--- config.mk ---
export PLATFORM = sky130hd
export DESIGN_NAME = mul_result_packer_flat
export DESIGN_NICKNAME = d
export VERILOG_FILES = /design/src/rtl/mul_result_packer_if.sv /design/src/rtl/mul_result_packer.sv /design/src/flat_wrapper.sv
export SDC_FILE = /design/constraint.sdc
export NUM_CORES = 2
export LEC_CHECK = 0
export BUFFER_PORTS_ARGS = -buffer_cell sky130_fd_sc_hd__buf_2
export CELL_PAD_IN_SITES_DETAIL_PLACEMENT = 1
export CELL_PAD_IN_SITES_GLOBAL_PLACEMENT = 2
export CORE_MARGIN = 5
export CORE_UTILIZATION = 44
export CTS_CLUSTER_DIAMETER = 50
export DETAILED_ROUTE_END_ITERATION = 8
export PLACE_DENSITY = 0.82
export SYNTH_ARGS = -nofsm -noshare
export SYNTH_HDL_FRONTEND = slang
export SYNTH_SLANG_ARGS = --single-unit
--- constraint.sdc ---
create_clock -name clk -period 97 [get_ports clk]
set_input_delay 19.4 -clock clk [delete_from_list [all_inputs] [get_ports clk]]
set_output_delay 19.4 -clock clk [all_outputs]
set_load 0.005 [all_outputs]
--- src/rtl/mul_result_packer_if.sv ---
// Word-in / line-out bus of the multiplier result packer.
// The slave modport is the packer; the master modport is the AFU side.
interface mul_result_packer_if #(
    parameter int DATA_LEN  = 32,
    parameter int LINE_BITS = 512,
    parameter int IDX_W     = 16
);
    localparam int WORDS_PER_LINE = LINE_BITS / DATA_LEN;
    localparam int CNT_W          = $clog2(WORDS_PER_LINE) + 1;

    logic                 in_valid;
    logic [DATA_LEN-1:0]  in_data;
    logic                 in_last;
    logic                 in_ready;
    logic                 flush;
    logic                 out_valid;
    logic                 out_ready;
    logic [LINE_BITS-1:0] out_data;
    logic [CNT_W-1:0]     out_words;
    logic [IDX_W-1:0]     out_line_idx;
    logic                 out_last;

    modport master (
        output in_valid, in_data, in_last, flush, out_ready,
        input  in_ready, out_valid, out_data, out_words, out_line_idx, out_last
    );

    modport slave (
        input  in_valid, in_data, in_last, flush, out_ready,
        output in_ready, out_valid, out_data, out_words, out_line_idx, out_last
    );
endinterface

--- src/rtl/mul_result_packer.sv ---
// Packs DATA_LEN-bit multiplier results into cache lines for the c1 write path,
// with a 2-entry sealed-line FIFO to absorb write backpressure.
module mul_result_packer #(
    parameter int DATA_LEN  = 32,
    parameter int LINE_BITS = 512,
    parameter int IDX_W     = 16
) (
    input  logic                clk,
    input  logic                reset,
    input  logic                clear,
    mul_result_packer_if.slave  bus,
    output logic                busy
);
    localparam int WORDS_PER_LINE = LINE_BITS / DATA_LEN;
    localparam int SLOT_W         = $clog2(WORDS_PER_LINE);
    localparam int CNT_W          = SLOT_W + 1;

    logic [SLOT_W-1:0]    fill_cnt;
    logic [LINE_BITS-1:0] fill_line;
    logic [1:0]           seal_cnt;
    logic                 wr_ptr;
    logic                 rd_ptr;
    logic                 flush_pending;
    logic [IDX_W-1:0]     line_idx;

    logic [LINE_BITS-1:0] fifo_data  [2];
    logic [CNT_W-1:0]     fifo_words [2];
    logic [IDX_W-1:0]     fifo_idx   [2];
    logic                 fifo_last  [2];

    logic                 accept;
    logic                 pop;
    logic                 do_flush;
    logic                 seal;
    logic                 seal_last;
    logic [CNT_W-1:0]     new_cnt;
    logic [LINE_BITS-1:0] line_next;

    assign bus.in_ready     = (seal_cnt != 2'd2);
    assign bus.out_valid    = (seal_cnt != 2'd0);
    assign bus.out_data     = fifo_data[rd_ptr];
    assign bus.out_words    = fifo_words[rd_ptr];
    assign bus.out_line_idx = fifo_idx[rd_ptr];
    assign bus.out_last     = fifo_last[rd_ptr];
    assign busy             = (fill_cnt != '0) || (seal_cnt != 2'd0) || flush_pending;

    always_comb begin
        accept   = bus.in_valid && bus.in_ready;
        pop      = bus.out_valid && bus.out_ready;
        do_flush = bus.flush || flush_pending;
        new_cnt  = CNT_W'(fill_cnt) + CNT_W'(accept);
        line_next = fill_line;
        if (accept) begin
            line_next[int'(fill_cnt)*DATA_LEN +: DATA_LEN] = bus.in_data;
        end
        // Flush and the accepting word share one seal, so the word lands in the flushed line.
        seal = bus.in_ready &&
               ((accept && ((new_cnt == CNT_W'(WORDS_PER_LINE)) || bus.in_last)) ||
                (do_flush && (new_cnt != '0)));
        seal_last = (accept && bus.in_last) || do_flush;
    end

    always_ff @(posedge clk) begin
        if (reset || clear) begin
            fill_cnt      <= '0;
            fill_line     <= '0;
            seal_cnt      <= '0;
            wr_ptr        <= 1'b0;
            rd_ptr        <= 1'b0;
            flush_pending <= 1'b0;
            line_idx      <= '0;
        end else begin
            if (seal) begin
                wr_ptr    <= ~wr_ptr;
                fill_cnt  <= '0;
                fill_line <= '0;
                line_idx  <= line_idx + IDX_W'(1);
            end else if (accept) begin
                fill_cnt  <= fill_cnt + SLOT_W'(1);
                fill_line <= line_next;
            end

            if (pop) begin
                rd_ptr <= ~rd_ptr;
            end

            case ({seal, pop})
                2'b10:   seal_cnt <= seal_cnt + 2'd1;
                2'b01:   seal_cnt <= seal_cnt - 2'd1;
                default: seal_cnt <= seal_cnt;
            endcase

            // A flush that meets a full FIFO waits for the first free slot.
            if (bus.in_ready) begin
                flush_pending <= 1'b0;
            end else if (bus.flush && (fill_cnt != '0)) begin
                flush_pending <= 1'b1;
            end
        end
    end

    always_ff @(posedge clk) begin
        if (!(reset || clear) && seal) begin
            fifo_data[wr_ptr]  <= line_next;
            fifo_words[wr_ptr] <= new_cnt;
            fifo_idx[wr_ptr]   <= line_idx;
            fifo_last[wr_ptr]  <= seal_last;
        end
    end

    in_valid_while_full: assert property (
        @(posedge clk) disable iff (reset || clear) !(bus.in_valid && !bus.in_ready)
    ) else $error("mul_result_packer: in_valid asserted while in_ready=0, word dropped");
endmodule

--- src/flat_wrapper.sv ---
// flat-port wrapper written by rule: the top's interface ports become plain ports
module mul_result_packer_flat 
#(
    parameter int DATA_LEN  = 32,
    parameter int LINE_BITS = 512,
    parameter int IDX_W     = 16
)
  (clk, reset, clear, busy, bus_in_valid, bus_in_data, bus_in_last, bus_flush, bus_out_ready, bus_in_ready, bus_out_valid, bus_out_data, bus_out_words, bus_out_line_idx, bus_out_last);
  mul_result_packer_if #(.DATA_LEN(DATA_LEN), .LINE_BITS(LINE_BITS), .IDX_W(IDX_W)) bus_i ();
  input  logic clk;
  input  logic reset;
  input  logic clear;
  output logic busy;
  input wire logic [$bits(bus_i.in_valid)-1:0] bus_in_valid;
  input wire logic [$bits(bus_i.in_data)-1:0] bus_in_data;
  input wire logic [$bits(bus_i.in_last)-1:0] bus_in_last;
  input wire logic [$bits(bus_i.flush)-1:0] bus_flush;
  input wire logic [$bits(bus_i.out_ready)-1:0] bus_out_ready;
  output wire logic [$bits(bus_i.in_ready)-1:0] bus_in_ready;
  output wire logic [$bits(bus_i.out_valid)-1:0] bus_out_valid;
  output wire logic [$bits(bus_i.out_data)-1:0] bus_out_data;
  output wire logic [$bits(bus_i.out_words)-1:0] bus_out_words;
  output wire logic [$bits(bus_i.out_line_idx)-1:0] bus_out_line_idx;
  output wire logic [$bits(bus_i.out_last)-1:0] bus_out_last;
  assign bus_i.in_valid = bus_in_valid;
  assign bus_i.in_data = bus_in_data;
  assign bus_i.in_last = bus_in_last;
  assign bus_i.flush = bus_flush;
  assign bus_i.out_ready = bus_out_ready;
  assign bus_in_ready = bus_i.in_ready;
  assign bus_out_valid = bus_i.out_valid;
  assign bus_out_data = bus_i.out_data;
  assign bus_out_words = bus_i.out_words;
  assign bus_out_line_idx = bus_i.out_line_idx;
  assign bus_out_last = bus_i.out_last;
  mul_result_packer #(.DATA_LEN(DATA_LEN), .LINE_BITS(LINE_BITS), .IDX_W(IDX_W)) u_core (.clk(clk), .reset(reset), .clear(clear), .bus(bus_i), .busy(busy));
endmodule
* After elaboration in Yosys (flattened, before gate mapping) *
Memory sizes are Yosys's and may differ from the RTL's. A register that Yosys moved wholly into a read port is not among the register bits.
Index checks and enable logic that the tools add are counted.

word-level totals
  register bits = 537
  bits in writable memories = 1068
  input port bits = 39
  output and inout port bits = 537
  word-level logic and storage cells = 60
  memories kept = 4

operators by class
  add/subtract/negate cells = 6
  equal/unequal tests = 4
  shift-type cells = 2
  multiplexer cells = 13
  bitwise operators = 2
  reduce and logical (&&, ||, !) cells = 22

memories
  name               words  width  rd ports  clocked after memory_dff  wr ports  line                     text
  u_core.fifo_data   2      512    1         1                         1         mul_result_packer.sv:26  logic [LINE_BITS-1:0] fifo_data [2];
  u_core.fifo_idx    2      16     1         1                         1         mul_result_packer.sv:28  logic [IDX_W-1:0] fifo_idx [2];
  u_core.fifo_words  2      5      1         1                         1         mul_result_packer.sv:27  logic [CNT_W-1:0] fifo_words [2];
  u_core.fifo_last   2      1      1         1                         1         mul_result_packer.sv:29  logic fifo_last [2];

operators by type and width
  operator                                                                    number
  512-bit bitwise mux                                                         1
  512-bit 2-to-1 mux                                                          1
  32-bit by 33-bit variable shift with 512-bit output (first input constant)  1
  32-bit by 33-bit indexed part select with 512-bit output                    1
  9-bit negator with 33-bit output                                            1
  16-bit by 1-bit adder with 16-bit output (second input constant)            1
  1-bit 2-to-1 mux                                                            10
  1-bit logical AND                                                           8
  1-bit logical OR                                                            7
  4-bit by 1-bit adder with 5-bit output                                      1
  5-bit equality test (second input constant)                                 1
  5-bit nonzero test                                                          1
  4-bit by 1-bit adder with 4-bit output (second input constant)              1
  2-bit case mux with 2 select lines                                          1
  2-bit nonzero test                                                          2
  4-bit nonzero test                                                          1
  2-bit OR reduction                                                          2
  2-bit by 1-bit adder with 2-bit output (second input constant)              1
  2-bit by 1-bit equality test with 1-bit output (second input constant)      1
  2-bit equality test (second input constant)                                 1
  2-bit inequality test (second input constant)                               1
  1-bit inverter                                                              2
  2-bit by 1-bit subtractor with 2-bit output (second input constant)         1
  1-bit logical NOT                                                           1

* Depth between registers and ports, before layout *
  depth in word-level cells = 11
  depth in mapped cells = 15
  depth with buffers taken out = 13

* Worst setup path after synthesis *
No wires, ideal clock.

  path type = input -> register
  start point = input bus_in_valid
  end point = memory u_core.fifo_data[0][0], enable pin
  arrival = 71095 ps
  required time = 94262 ps
  setup slack = 23167 ps
  stages = 9
  buffers on the path = 1
  cells stage by stage = nand2_1 inv_1 ha_1 ha_1 xor2_1 nor3_1 a31oi_2 clkbuf_1 nor4_1

on the way
  cells in the longest elaborated chain, start to end = 10
  elaborated cells on any way between the ends = 12
  those cells by class = add/sub: 1; eq/ne: 1; mux: 2; reduce/logical: 8

ends and longest elaborated chain
  item                                      line                      text
  start, declared                           flat_wrapper.sv:14        input wire logic [$bits(bus_i.in_valid)-1:0] bus_in_valid;
  1-bit logical AND *                       mul_result_packer.sv:48   accept = bus.in_valid && bus.in_ready;
  4-bit by 1-bit adder with 5-bit output *  mul_result_packer.sv:51   new_cnt = CNT_W'(fill_cnt) + CNT_W'(accept);
  net u_core.new_cnt[2]                     mul_result_packer.sv:36   logic [CNT_W-1:0] new_cnt;
  5-bit equality test                       mul_result_packer.sv:58   ((accept && ((new_cnt == CNT_W'(WORDS_PER_LINE)) || bus.in_last)) ||
  1-bit logical OR                          mul_result_packer.sv:58
  1-bit logical AND                         mul_result_packer.sv:58
  1-bit logical OR *                        mul_result_packer.sv:58
  1-bit logical AND *                       mul_result_packer.sv:57   seal = bus.in_ready &&
  1-bit logical AND *                       mul_result_packer.sv:103  if (!(reset || clear) && seal) begin
  1-bit 2-to-1 mux *                        mul_result_packer.sv:103
  1-bit 2-to-1 mux (implied by the code) *  mul_result_packer.sv:104  fifo_data[wr_ptr] <= line_next;
  end, declared                             mul_result_packer.sv:26

The timed path passes the listed nets; every way through them passes the cells marked *.

* Worst setup path after layout *
  start point = input bus_in_valid
  end point = memory u_core.fifo_data[0][112], enable pin

Same word-level chain as after synthesis.

==> flow_summary.json <==
{
  "vias_per_cell": 5.27,
  "cts_tree": "yes",
  "ant_nets": 0,
  "tightestPinTransition_ps": 1200,
  "root_buffer": "clkbuf_16",
  "fp.dieH_um": 378,
  "met2_usage_pct": 34.3,
  "grt_pass1_wl_mm": 222,
  "p_leak_nw": 25.5,
  "grt_max_degree": 190,
  "drtIter0Drc": 2419,
  "use_met1_pct": 30.0,
  "critPathKind": "input port to flip-flop",
  "drc_errors": 0,
  "ys_warn_count": 0,
  "syn_nets": 3599,
  "io_buffers": 575,
  "netlist-cell-type-count": 41,
  "worstSetupEndpointType": "flip-flop",
  "yosysSeqAreaShare_pct": 71.7,
  "layout_commonest_cell": "edfxtp_1",
  "synthArstFlopShare_pct": 0,
  "cts.htree.levels": 4,
  "cts_resized": 0,
  "finalSetupTns_ps": 0,
  "rsz0062_at_grt": "false",
  "rr_worst_depth": 15,
  "rr_endpoint": "u_core.fifo_data[0][112]",
  "status": "completed",
  "netlist_area_um2": 59700,
  "avgSynthCellArea_um2": 16.8,
  "synthTopCellsByArea": "edfxtp_1 (54%), mux2_2 (20%), dfxtp_1 (18%), nor2b_1 (5.3%), clkbuf_1 (0.96%)",
  "min_path_cells": 2,
  "clk_latency_ps": 790,
  "worst_clock_skew_ps": 18.5,
  "slew_violations": 0,
  "worst-path-max-fanout": 75,
  "synth_edf_count": 1068,
  "drt-wirelength-per-cell_um": 25.8,
  "place_hpwl_mm": 93.8,
  "ctsHoldBuffers": 0,
  "die-area_um2": 143000,
  "max_cap_violations": 0,
  "ys.flop_type": "edfxtp_1",
  "min_period_ps": 24670,
  "die_x_um": 378,
  "firstDrtPassIters": 5,
  "vdd_drop_max_mv": 0.0156,
  "fmaxAchievable_ghz": 0.0405,
  "nNetsFinal": 4181,
  "grt_use_total_pct": 21.3,
  "yosysTopAreaCell": "edfxtp_1",
  "drive_gt1_share_pct": 45.3,
  "final_cell_area_um2": 70100,
  "cp-start-kind": "input port",
  "drt_wl_total_mm": 156,
  "dr_total_vias": 32000,
  "postCtsSetupRepairBufs": 0,
  "hp-class": "flip-flop to flip-flop",
  "post-route-period-util_pct": 25.4,
  "grt_util_met3_pct": 4.12,
  "layout_common_cells": "edfxtp_1 (1068), mux2_2 (1037), buf_2 (575), dfxtp_1 (537), nor2b_1 (504)",
  "relSlewSlack_pct": 20.2,
  "syn_to_final_growth_pct": 17.4,
  "cts_sinks": 1606,
  "gp_congestion": 0.741,
  "core_um2": 135000,
  "grt.busiest_layer": "met2",
  "grt_antenna_before_repair": 28,
  "power_density_nw_per_um2": 20.5,
  "boundaryPins": 576,
  "hold_viol_final": 0,
  "path_clk_slew_ps": 50,
  "netlist_instances": 3553,
  "hold_end": "u_core.fill_line[2]",
  "rows": 135,
  "ys_seq_elements": 1606,
  "cts_max_path_buffers": 3,
  "cts_inserted_buffers": 169,
  "r2r_start": "u_core.seal_cnt[0]",
  "worstPathArrival_ps": 25070,
  "r2r_setup_slack_ps": 90440,
  "total_power_mw": 1.44,
  "postPlaceCellArea_um2": 64500,
  "finalSetupViolations": 0,
  "cp.required_ps": 97400,
  "hp-start": "u_core.fill_line[2]",
  "grt_pass1_vias": 32800,
  "synth.top_cell.area_share_pct": 53.7,
  "place_inst": 5745,
  "grt_remaining_overflow": 0,
  "fin_cells": 6065,
  "start_util_pct": 44.2
}
[how the worst max path moves through the flow]
stage	startpoint	end	slack [ps]	cells after the start
2_1_floorplan	bus_in_valid	u_core.fifo_data[0][0]	23170	9
3_3_place_gp	bus_in_valid	u_core.fifo_data[0][362]	71510	14
3_5_place_dp	bus_in_valid	u_core.fifo_data[0][362]	71520	14
4_1_cts	bus_in_valid	u_core.fifo_data[0][178]	72390	14
5_1_grt	bus_in_valid	u_core.fifo_data[0][112]	71960	14
6_report	bus_in_valid	u_core.fifo_data[0][112]	72330	14
[critical path: stages]
cell     delay, ps
buf_2          160
nand2_1        290
inv_1          190
ha_1           240
ha_1           200
xor2_1         180
nor3_1         210
a31oi_2        110
buf_4          250
nor4_2         360
buf_4          870
buf_4          760
buf_4          720
buf_4          870
[metrics by stage]
step / util, % / worst slack, ps / hold slack, ps
CTS: 51.9 / 72390 / 486
global placement: 47.8 / 71510 / 463
floorplan: - / 23170 / 440
detailed placement: 47.8 / 71520 / 477
global route: 51.9 / 71960 / 511
finish: 51.9 / 72330 / 486
[final cells by class]
class | count | area (um2)
Clock inverter | 74 | 815
Timing Repair Buffer | 622 | 3280
Multi-Input combinational cell | 1727 | 16100
Antenna cell | 7 | 17.5
Fill cell | 12700 | 65000
Tap cell | 1781 | 2230
Sequential cell | 1606 | 42800
Clock buffer | 239 | 4750
Inverter | 9 | 33.8
[synth_stat cells (all sizes together) (4+ instances only)]
cell type  instances
xnor2              6
nand3             16
inv                9
nor4               6
or4               12
ha                 7
nand4              4
nand2b            11
o31ai             13
or2                5
or3                8
nand2             18
a21oi             25
nor2b            504
dfxtp            538
nor2              21
nor3               4
o21ai              5
nand4b             4
mux2            1037
edfxtp          1068
buf               59
clkbuf           152
[registers in the layout, indices dropped and copies added (netlist names), named ones only]
name,count
u_core.wr_ptr,1
u_core.line_idx,16
u_core.fifo_words,10
u_core.fifo_last,2
u_core.fifo_data,1024
u_core.fill_cnt,4
u_core.seal_cnt,2
u_core.fill_line,512
u_core.fifo_idx,32
u_core.rd_ptr,1
u_core.flush_pending,1
[routing by layer]
metal	part of all wire [%]	vias up
li1	-	14200
met1	44	16600
met2	47	1015
met3	6.6	173
met4	1.9	0
met5	0	-
[cells by family (layout without fill, tap and decap cells)]
kind of cell	after synthesis	in the layout	synth area share [%]
mux	1038	1038	19.6
simple gates	621	621	6.39
compound gates	52	52	0.547
fa+ha+maj	7	7	0.147
buf+inv	220	944	1.49
xor+xnor	9	9	0.145
other cells	0	7	0
flops	1606	1606	71.7
[report_power, final]
group / internal [mW] / switching, mW
clock: 0.373 / 0.264
sequential: 0.735 / 0.00256
combinational: 0.0198 / 0.0422
total: 1.13 / 0.309
Note: power is estimated with default switching activity, not from simulation.
